File: config.mk
export PLATFORM = sky130hd
export DESIGN_NAME = sipo_8bit_rx_flat
export DESIGN_NICKNAME = d
export VERILOG_FILES = /design/src/rtl/sipo_8bit_rx_if.sv /design/src/rtl/sipo_8bit_rx.sv /design/src/flat_wrapper.sv
export SDC_FILE = /design/constraint.sdc
export NUM_CORES = 1
export LEC_CHECK = 0
export BUFFER_PORTS_ARGS = -buffer_cell sky130_fd_sc_hd__buf_4
export CORE_UTILIZATION = 50
export DETAILED_ROUTE_END_ITERATION = 6
export GPL_TIMING_DRIVEN = 0
export PLACE_DENSITY = 0.79
export SETUP_SLACK_MARGIN = 0.1
export SLEW_MARGIN = 15
export SYNTH_ARGS = -nofsm -noshare
export SYNTH_HDL_FRONTEND = slang
export SYNTH_SLANG_ARGS = --single-unit
File: constraint.sdc
create_clock -name clk -period 2 [get_ports clk]
set_input_delay 0.2 -clock clk [delete_from_list [all_inputs] [get_ports clk]]
set_output_delay 0.2 -clock clk [all_outputs]
set_load 0.01 [all_outputs]
File: src/rtl/sipo_8bit_rx_if.sv
// Purpose: serial-in / parallel-out link bundle between a bit source and the receiver.
// Latency: none, wires only.
// Backpressure: dout_ready from the consumer; a word that cannot be held raises overrun.
interface sipo_8bit_rx_if #(
    parameter int WIDTH = 8
);
    localparam int CW = $clog2(WIDTH);

    logic             sin;
    logic             sin_valid;
    logic             sync;
    logic             dout_ready;
    logic             overrun_clr;
    logic [WIDTH-1:0] dout;
    logic             dout_valid;
    logic             overrun;
    logic [CW-1:0]    bit_cnt;

    // Bit source / consumer side
    modport master (
        output sin, sin_valid, sync, dout_ready, overrun_clr,
        input  dout, dout_valid, overrun, bit_cnt
    );

    // Receiver side
    modport slave (
        input  sin, sin_valid, sync, dout_ready, overrun_clr,
        output dout, dout_valid, overrun, bit_cnt
    );
endinterface

File: src/rtl/sipo_8bit_rx.sv
// Purpose: assemble WIDTH-bit words from a serial bit stream, MSB or LSB first.
// Latency: word registered on the edge that samples its last bit.
// Backpressure: one-word holding register; a completed word arriving while full and not consumed is dropped and flags overrun.
module sipo_8bit_rx #(
    parameter int WIDTH     = 8,
    parameter bit MSB_FIRST = 1'b1
) (
    input  logic                clk,
    input  logic                rst_n,
    sipo_8bit_rx_if.slave       bus
);
    localparam int            CW   = $clog2(WIDTH);
    localparam logic [CW-1:0] LAST = CW'(WIDTH - 1);

    typedef enum logic {
        EMPTY = 1'b0,
        FULL  = 1'b1
    } hold_state_e;

    logic [WIDTH-1:0] sh_q, sh_d;
    logic [WIDTH-1:0] sh_nxt;
    logic [WIDTH-1:0] dout_q, dout_d;
    logic [CW-1:0]    cnt_q, cnt_d;
    hold_state_e      state_q, state_d;
    logic             ov_q, ov_d;
    logic             word_done;
    logic             drop;

    // Shift path and bit counter; sync restarts the word, the bit that rides with it is bit 0
    always_comb begin
        sh_nxt    = MSB_FIRST ? {sh_q[WIDTH-2:0], bus.sin} : {bus.sin, sh_q[WIDTH-1:1]};
        sh_d      = sh_q;
        cnt_d     = cnt_q;
        word_done = 1'b0;
        if (bus.sin_valid) begin
            sh_d = sh_nxt;
            if (bus.sync) begin
                cnt_d = CW'(1);
            end else if (cnt_q == LAST) begin
                cnt_d     = '0;
                word_done = 1'b1;
            end else begin
                cnt_d = cnt_q + CW'(1);
            end
        end else if (bus.sync) begin
            cnt_d = '0;
        end
    end

    // Holding register: accept into EMPTY, replace on same-cycle consume, drop when blocked
    always_comb begin
        state_d = state_q;
        dout_d  = dout_q;
        drop    = 1'b0;
        case (state_q)
            EMPTY: begin
                if (word_done) begin
                    dout_d  = sh_nxt;
                    state_d = FULL;
                end
            end
            FULL: begin
                if (word_done) begin
                    if (bus.dout_ready) begin
                        dout_d = sh_nxt;
                    end else begin
                        drop = 1'b1;
                    end
                end else if (bus.dout_ready) begin
                    state_d = EMPTY;
                end
            end
            default: state_d = EMPTY;
        endcase
    end

    // Sticky overrun; a new drop beats a simultaneous clear
    always_comb begin
        ov_d = ov_q;
        if (drop) begin
            ov_d = 1'b1;
        end else if (bus.overrun_clr) begin
            ov_d = 1'b0;
        end
    end

    // State registers, all cleared immediately by reset
    always_ff @(posedge clk or negedge rst_n) begin
        if (!rst_n) begin
            sh_q    <= '0;
            dout_q  <= '0;
            cnt_q   <= '0;
            state_q <= EMPTY;
            ov_q    <= 1'b0;
        end else begin
            sh_q    <= sh_d;
            dout_q  <= dout_d;
            cnt_q   <= cnt_d;
            state_q <= state_d;
            ov_q    <= ov_d;
        end
    end

    assign bus.dout       = dout_q;
    assign bus.dout_valid = (state_q == FULL);
    assign bus.overrun    = ov_q;
    assign bus.bit_cnt    = cnt_q;
endmodule

File: src/flat_wrapper.sv
// flat-port wrapper written by rule: the top's interface ports become plain ports
module sipo_8bit_rx_flat 
#(
    parameter int WIDTH     = 8,
    parameter bit MSB_FIRST = 1'b1
)
  (clk, rst_n, bus_sin, bus_sin_valid, bus_sync, bus_dout_ready, bus_overrun_clr, bus_dout, bus_dout_valid, bus_overrun, bus_bit_cnt);
  sipo_8bit_rx_if #(.WIDTH(WIDTH)) bus_i ();
  input  logic clk;
  input  logic rst_n;
  input wire logic [$bits(bus_i.sin)-1:0] bus_sin;
  input wire logic [$bits(bus_i.sin_valid)-1:0] bus_sin_valid;
  input wire logic [$bits(bus_i.sync)-1:0] bus_sync;
  input wire logic [$bits(bus_i.dout_ready)-1:0] bus_dout_ready;
  input wire logic [$bits(bus_i.overrun_clr)-1:0] bus_overrun_clr;
  output wire logic [$bits(bus_i.dout)-1:0] bus_dout;
  output wire logic [$bits(bus_i.dout_valid)-1:0] bus_dout_valid;
  output wire logic [$bits(bus_i.overrun)-1:0] bus_overrun;
  output wire logic [$bits(bus_i.bit_cnt)-1:0] bus_bit_cnt;
  assign bus_i.sin = bus_sin;
  assign bus_i.sin_valid = bus_sin_valid;
  assign bus_i.sync = bus_sync;
  assign bus_i.dout_ready = bus_dout_ready;
  assign bus_i.overrun_clr = bus_overrun_clr;
  assign bus_dout = bus_i.dout;
  assign bus_dout_valid = bus_i.dout_valid;
  assign bus_overrun = bus_i.overrun;
  assign bus_bit_cnt = bus_i.bit_cnt;
  sipo_8bit_rx #(.WIDTH(WIDTH), .MSB_FIRST(MSB_FIRST)) u_core (.clk(clk), .rst_n(rst_n), .bus(bus_i));
endmodule
Word-level counts from Yosys, hierarchy flattened

Index checks and enable logic that the tools add are counted.

Bits in registers: 20
Bits of input ports: 7
Logic and storage cells: 33
Output and inout bits: 13

Add/sub/neg operators: 1
Eq/ne operators: 4
Multiplexer cells: 19
Bitwise gates (word level): 1
Reductions and logical operators: 3

Operator list:

| cell                  | count |
|---|---|
| $mux W8               | 3 |
| $pmux W8 S2           | 1 |
| $mux W3               | 4 |
| $mux W1               | 10 |
| $ne A2 B2 Y1 const B  | 2 |
| $reduce_bool A2 Y1    | 2 |
| $add A3 B1 Y3 const B | 1 |
| $eq A3 B3 Y1 const B  | 1 |
| $reduce_and A3 Y1     | 1 |
| $ne A2 B1 Y1 const B  | 1 |
| $pmux W1 S2           | 1 |
| $not A1 Y1            | 1 |

Longest topological paths before layout

Depth after elaboration: 7
Depth in mapped cells: 6
Depth with buffers taken out: 5

Worst setup path before layout

Ideal clock, no wire load.

Kind: reg2reg
Start: register u_core.cnt_q[0] (netlist: u_core.bus.bit_cnt[0])
End: register u_core.dout_q[0] (netlist: u_core.bus.dout[0])
Data arrival time: 1.408 ns
Stages on the path, launching flop included: 7
Path buffers: 1
Slack: 0.467 ns
Cell sequence: dfrtp_1 -> ha_1 -> ha_1 -> nand3b_4 -> nor2b_4 -> buf_8 -> mux2_4

Word-level cells in the longest chain between the ends: 6
Elaborated cells between the ends (all ways): 7
Those cells by class: 3 x eq/ne; 3 x mux; 1 x reduce/logical

RTL lines:

| element                                                              | line               | text |
|---|---|---|
| start, declared                                                      | sipo_8bit_rx.sv:23 | `logic [CW-1:0] cnt_q, cnt_d;` |
| start signal, assigned                                               | sipo_8bit_rx.sv:98 | `cnt_q <= cnt_d;` |
| $eq A3 B3 Y1 *                                                       | sipo_8bit_rx.sv:39 | `end else if (cnt_q == LAST) begin` |
| $mux W1 *                                                            | sipo_8bit_rx.sv:39 |  |
| $mux W1 *                                                            | sipo_8bit_rx.sv:37 | `if (bus.sync) begin` |
| $mux W1 *                                                            | sipo_8bit_rx.sv:35 | `if (bus.sin_valid) begin` |
| $ne A2 B2 Y1 (no source line) / $ne A2 B1 Y1 (equally long branches) | -                  |  |
| $reduce_and A3 Y1 (no source line) *                                 | -                  |  |
| end signal, assigned                                                 | sipo_8bit_rx.sv:97 | `dout_q <= dout_d;` |
| end, declared                                                        | sipo_8bit_rx.sv:22 | `logic [WIDTH-1:0] dout_q, dout_d;` |

Every way passes the cells marked *; elsewhere a longest branch is shown, timed or not.
A chain may end at the register's enable or synchronous reset.

Worst setup path in the final report

Start: register u_core.cnt_q[0] (netlist: u_core.bus.bit_cnt[0])
End: register u_core.dout_q[5] (netlist: u_core.bus.dout[5])

The elaborated chain is that of the path after synthesis.

==> qor.txt <==
Num Clock Sinks -> 20
Routed WL per cell -> 14.3 um
Via Count -> 505
Grt met2 use -> 27.5%
Fin area -> 1040 um2
Met1 Track Usage GR -> 20.6%
Worst-margin pin slew -> 0.248 ns
Drc violations -> 0
Clock transition at path regs -> 0.10 ns
Initial Util -> 54.9%
Relative slew slack -> 83.5%
Skew-Pair Late Insertion Delay -> 0.29 ns
CP arrival -> 1.76 ns
Largest net degree at the start of global routing -> 21
Final TNS setup -> 0 ns
Overall Power -> 0.000757 W
Post-CTS setup buffer count -> 0
Status -> completed
CTS buffer count -> 3
Overall routed net length -> 1.33 mm
GRT met3 Usage -> 2.55%
Worst Setup Start Kind -> register
Most used DFF post-synth -> dfrtp_1
Synthesized area per cell -> 15.7 um2
Rows -> 14
Seq pwr share -> 63.3%
VDD IR max -> 0.459 mV
# port buffers -> 19
RSZ-0062 raised after global routing -> false
Die W -> 43.1 um
Net Count, Synth -> 63
P&R area growth vs syn -> 23.1%
Final setup viols -> 0
Top cell type by total area after synthesis -> dfrtp_1
Total leakage power -> 0.555 nW
Area share of the largest cell type after synthesis -> 59.2%
Initial antenna violation count -> 0
Synth warnings -> 0
Antenna fix cells -> 0
DR pass1 iterations -> 3
Synth cell types -> 15
Resized cells post-CTS -> 0
Async set-reset flop share out of synthesis -> 100%
DRT iter0 DRCs -> 7
Cts hold-fix bufs -> 1
Combinational power share -> 13.5%
Post-layout nets -> 88
Slew Viols, Final -> 0
Cell-internal power -> 0.000583 W
Vias per std cell -> 5.43
Max Fclk -> 0.633 GHz
Synth Cell Area -> 846 um2
Core area -> 1540 um2
Commonest cells in the netlist -> 20 x dfrtp_1, 8 x mux2_4, 7 x mux2_2
CP max FO -> 8
CP Class -> register to register
Maximum root-to-sink buffer count -> 2
Clk Tree Root Cell -> clkbuf_4
First-pass GRT wire length -> 2.25 mm
CP endpoint kind -> register
Final Hold Fails -> 0
Clock share of power -> 23.2%
Share of cells above drive strength 1 -> 53.2%
Switching share of total power -> 22.9%
Worst EP required -> 2.18 ns
Post-place instance area -> 1010 um2
H-tree depth -> 1
Tmin final -> 1.58 ns
EDFF count, synth -> 0
HP Class -> input pin to register
Num ports -> 20
Min Hold Slack -> 0.0911 ns
Dominant cells by area after synthesis -> dfrtp_1 59%, mux2_4 14%, mux2_2 9.3%, ha_1 3.0%, mux2i_1 2.4%
CTS tree -> yes
Most used routing layer in global routing -> met2
Gate Count Post-Synth -> 54
Max cap viols -> 0
Period utilization -> 78.9%
Sequential area share after synthesis -> 59.2%
Layout Skew -> 0.00320 ns
ANT nets after route -> 0
Total track usage -> 16.6%
Sw power -> 0.000173 W
Seq cells post-synth -> 20
DP HPWL -> 959 um
Die span in y -> 43.1 um
DIE AREA -> 1860 um2
Cell Pwr Density -> 727 nW/um2
GR Overflow Total -> 0
Most frequent cell after synthesis -> dfrtp_1
Number of global-route vias before repair -> 511
Routability congestion estimate from global placement -> 0.633
[final timing paths]
kind,startpoint,end,slack (ns),depth (start not counted)
setup / recovery,u_core.bus.bit_cnt[0],u_core.bus.dout[5],0.42,6
hold / removal,bus_sync,u_core.bus.bit_cnt[2],0.09,2
setup reg to reg,u_core.bus.bit_cnt[0],u_core.bus.dout[5],0.42,6
hold reg to reg,u_core.sh_q[6],u_core.bus.dout[7],0.51,1
max in group asynchronous,rst_n,u_core.bus.bit_cnt[1],1.49,2
min in group asynchronous,rst_n,u_core.bus.dout[2],0.31,2
[logic make-up after synthesis]
group	count (synthesis)	share of synthesized area, %
compound gates	2	1.33
fa+ha+maj	2	2.96
buf+inv	3	2.81
flops	20	59.2
mux	17	25.9
simple gates	10	7.84
[placed cells by master, fill, tap and decap left out]
master         Yosys  routed
nand3b_4           1       1
buf_2              1       1
clkbuf_4           0       3
mux2_2             7       7
dlygate4sd3_1      0       1
dfrtp_1           20      20
ha_1               2       2
buf_8              1       1
buf_4              0      19
nand2b_1           1       1
nor2_1             4       4
nor2b_4            1       1
o21ai_0            1       1
nand2_1            3       3
o22ai_1            1       1
mux2_4             8       8
inv_1              1       1
mux2i_1            2       2
[final cells by class]
| cell class | count | area (um2) |
|---|---|---|
| inverters | 1 | 3.75 |
| plain buffers | 2 | 20.0 |
| flip-flops and latches | 20 | 500 |
| well taps | 16 | 20.0 |
| fillers | 124 | 500 |
| repair buffers | 20 | 153 |
| clock buffers | 3 | 22.5 |
| multi-input cells | 31 | 322 |
[power by group through the flow]
stage / clock network, W / registers [W] / logic [W]
2_1_floorplan: 0 / 0.000484 / 0.0000565
6_report: 0.000176 / 0.000479 / 0.000102
4_1_cts: 0.000185 / 0.000479 / 0.000104
3_5_place_dp: 0 / 0.000488 / 0.000102
5_1_grt: 0.000201 / 0.000486 / 0.000114
3_3_place_gp: 0 / 0.000485 / 0.0000993
[critical path, cell delays in order, from the launching register on]
cell and delay [ns]:
dfrtp_1 0.41, ha_1 0.16, ha_1 0.21, nand3b_4 0.11
nor2b_4 0.13, buf_8 0.15, mux2_4 0.30
[routing by layer]
layer	wire length [um]	up-vias
li1	-	234
met1	570	252
met2	664	14
met3	59	5
met4	34	0
met5	0	-
[sequential cells by signal, summed over array words and instances (netlist names)]
| signal | count |
|---|---|
| u_core.bus.dout | 8 |
| u_core.bus.dout_valid | 1 |
| u_core.sh_q | 7 |
| u_core.bus.overrun | 1 |
| u_core.bus.bit_cnt | 3 |
[metrics by stage]
step                cells  worst slack [ns]  utilization (%)
floorplan              54             0.467                -
finish                 93             0.421             67.5
CTS                    93             0.403             67.5
global placement       89             0.441             65.4
detailed placement     89             0.416             65.4
global route           93             0.363             67.5
(Power assumes the default switching activity.)
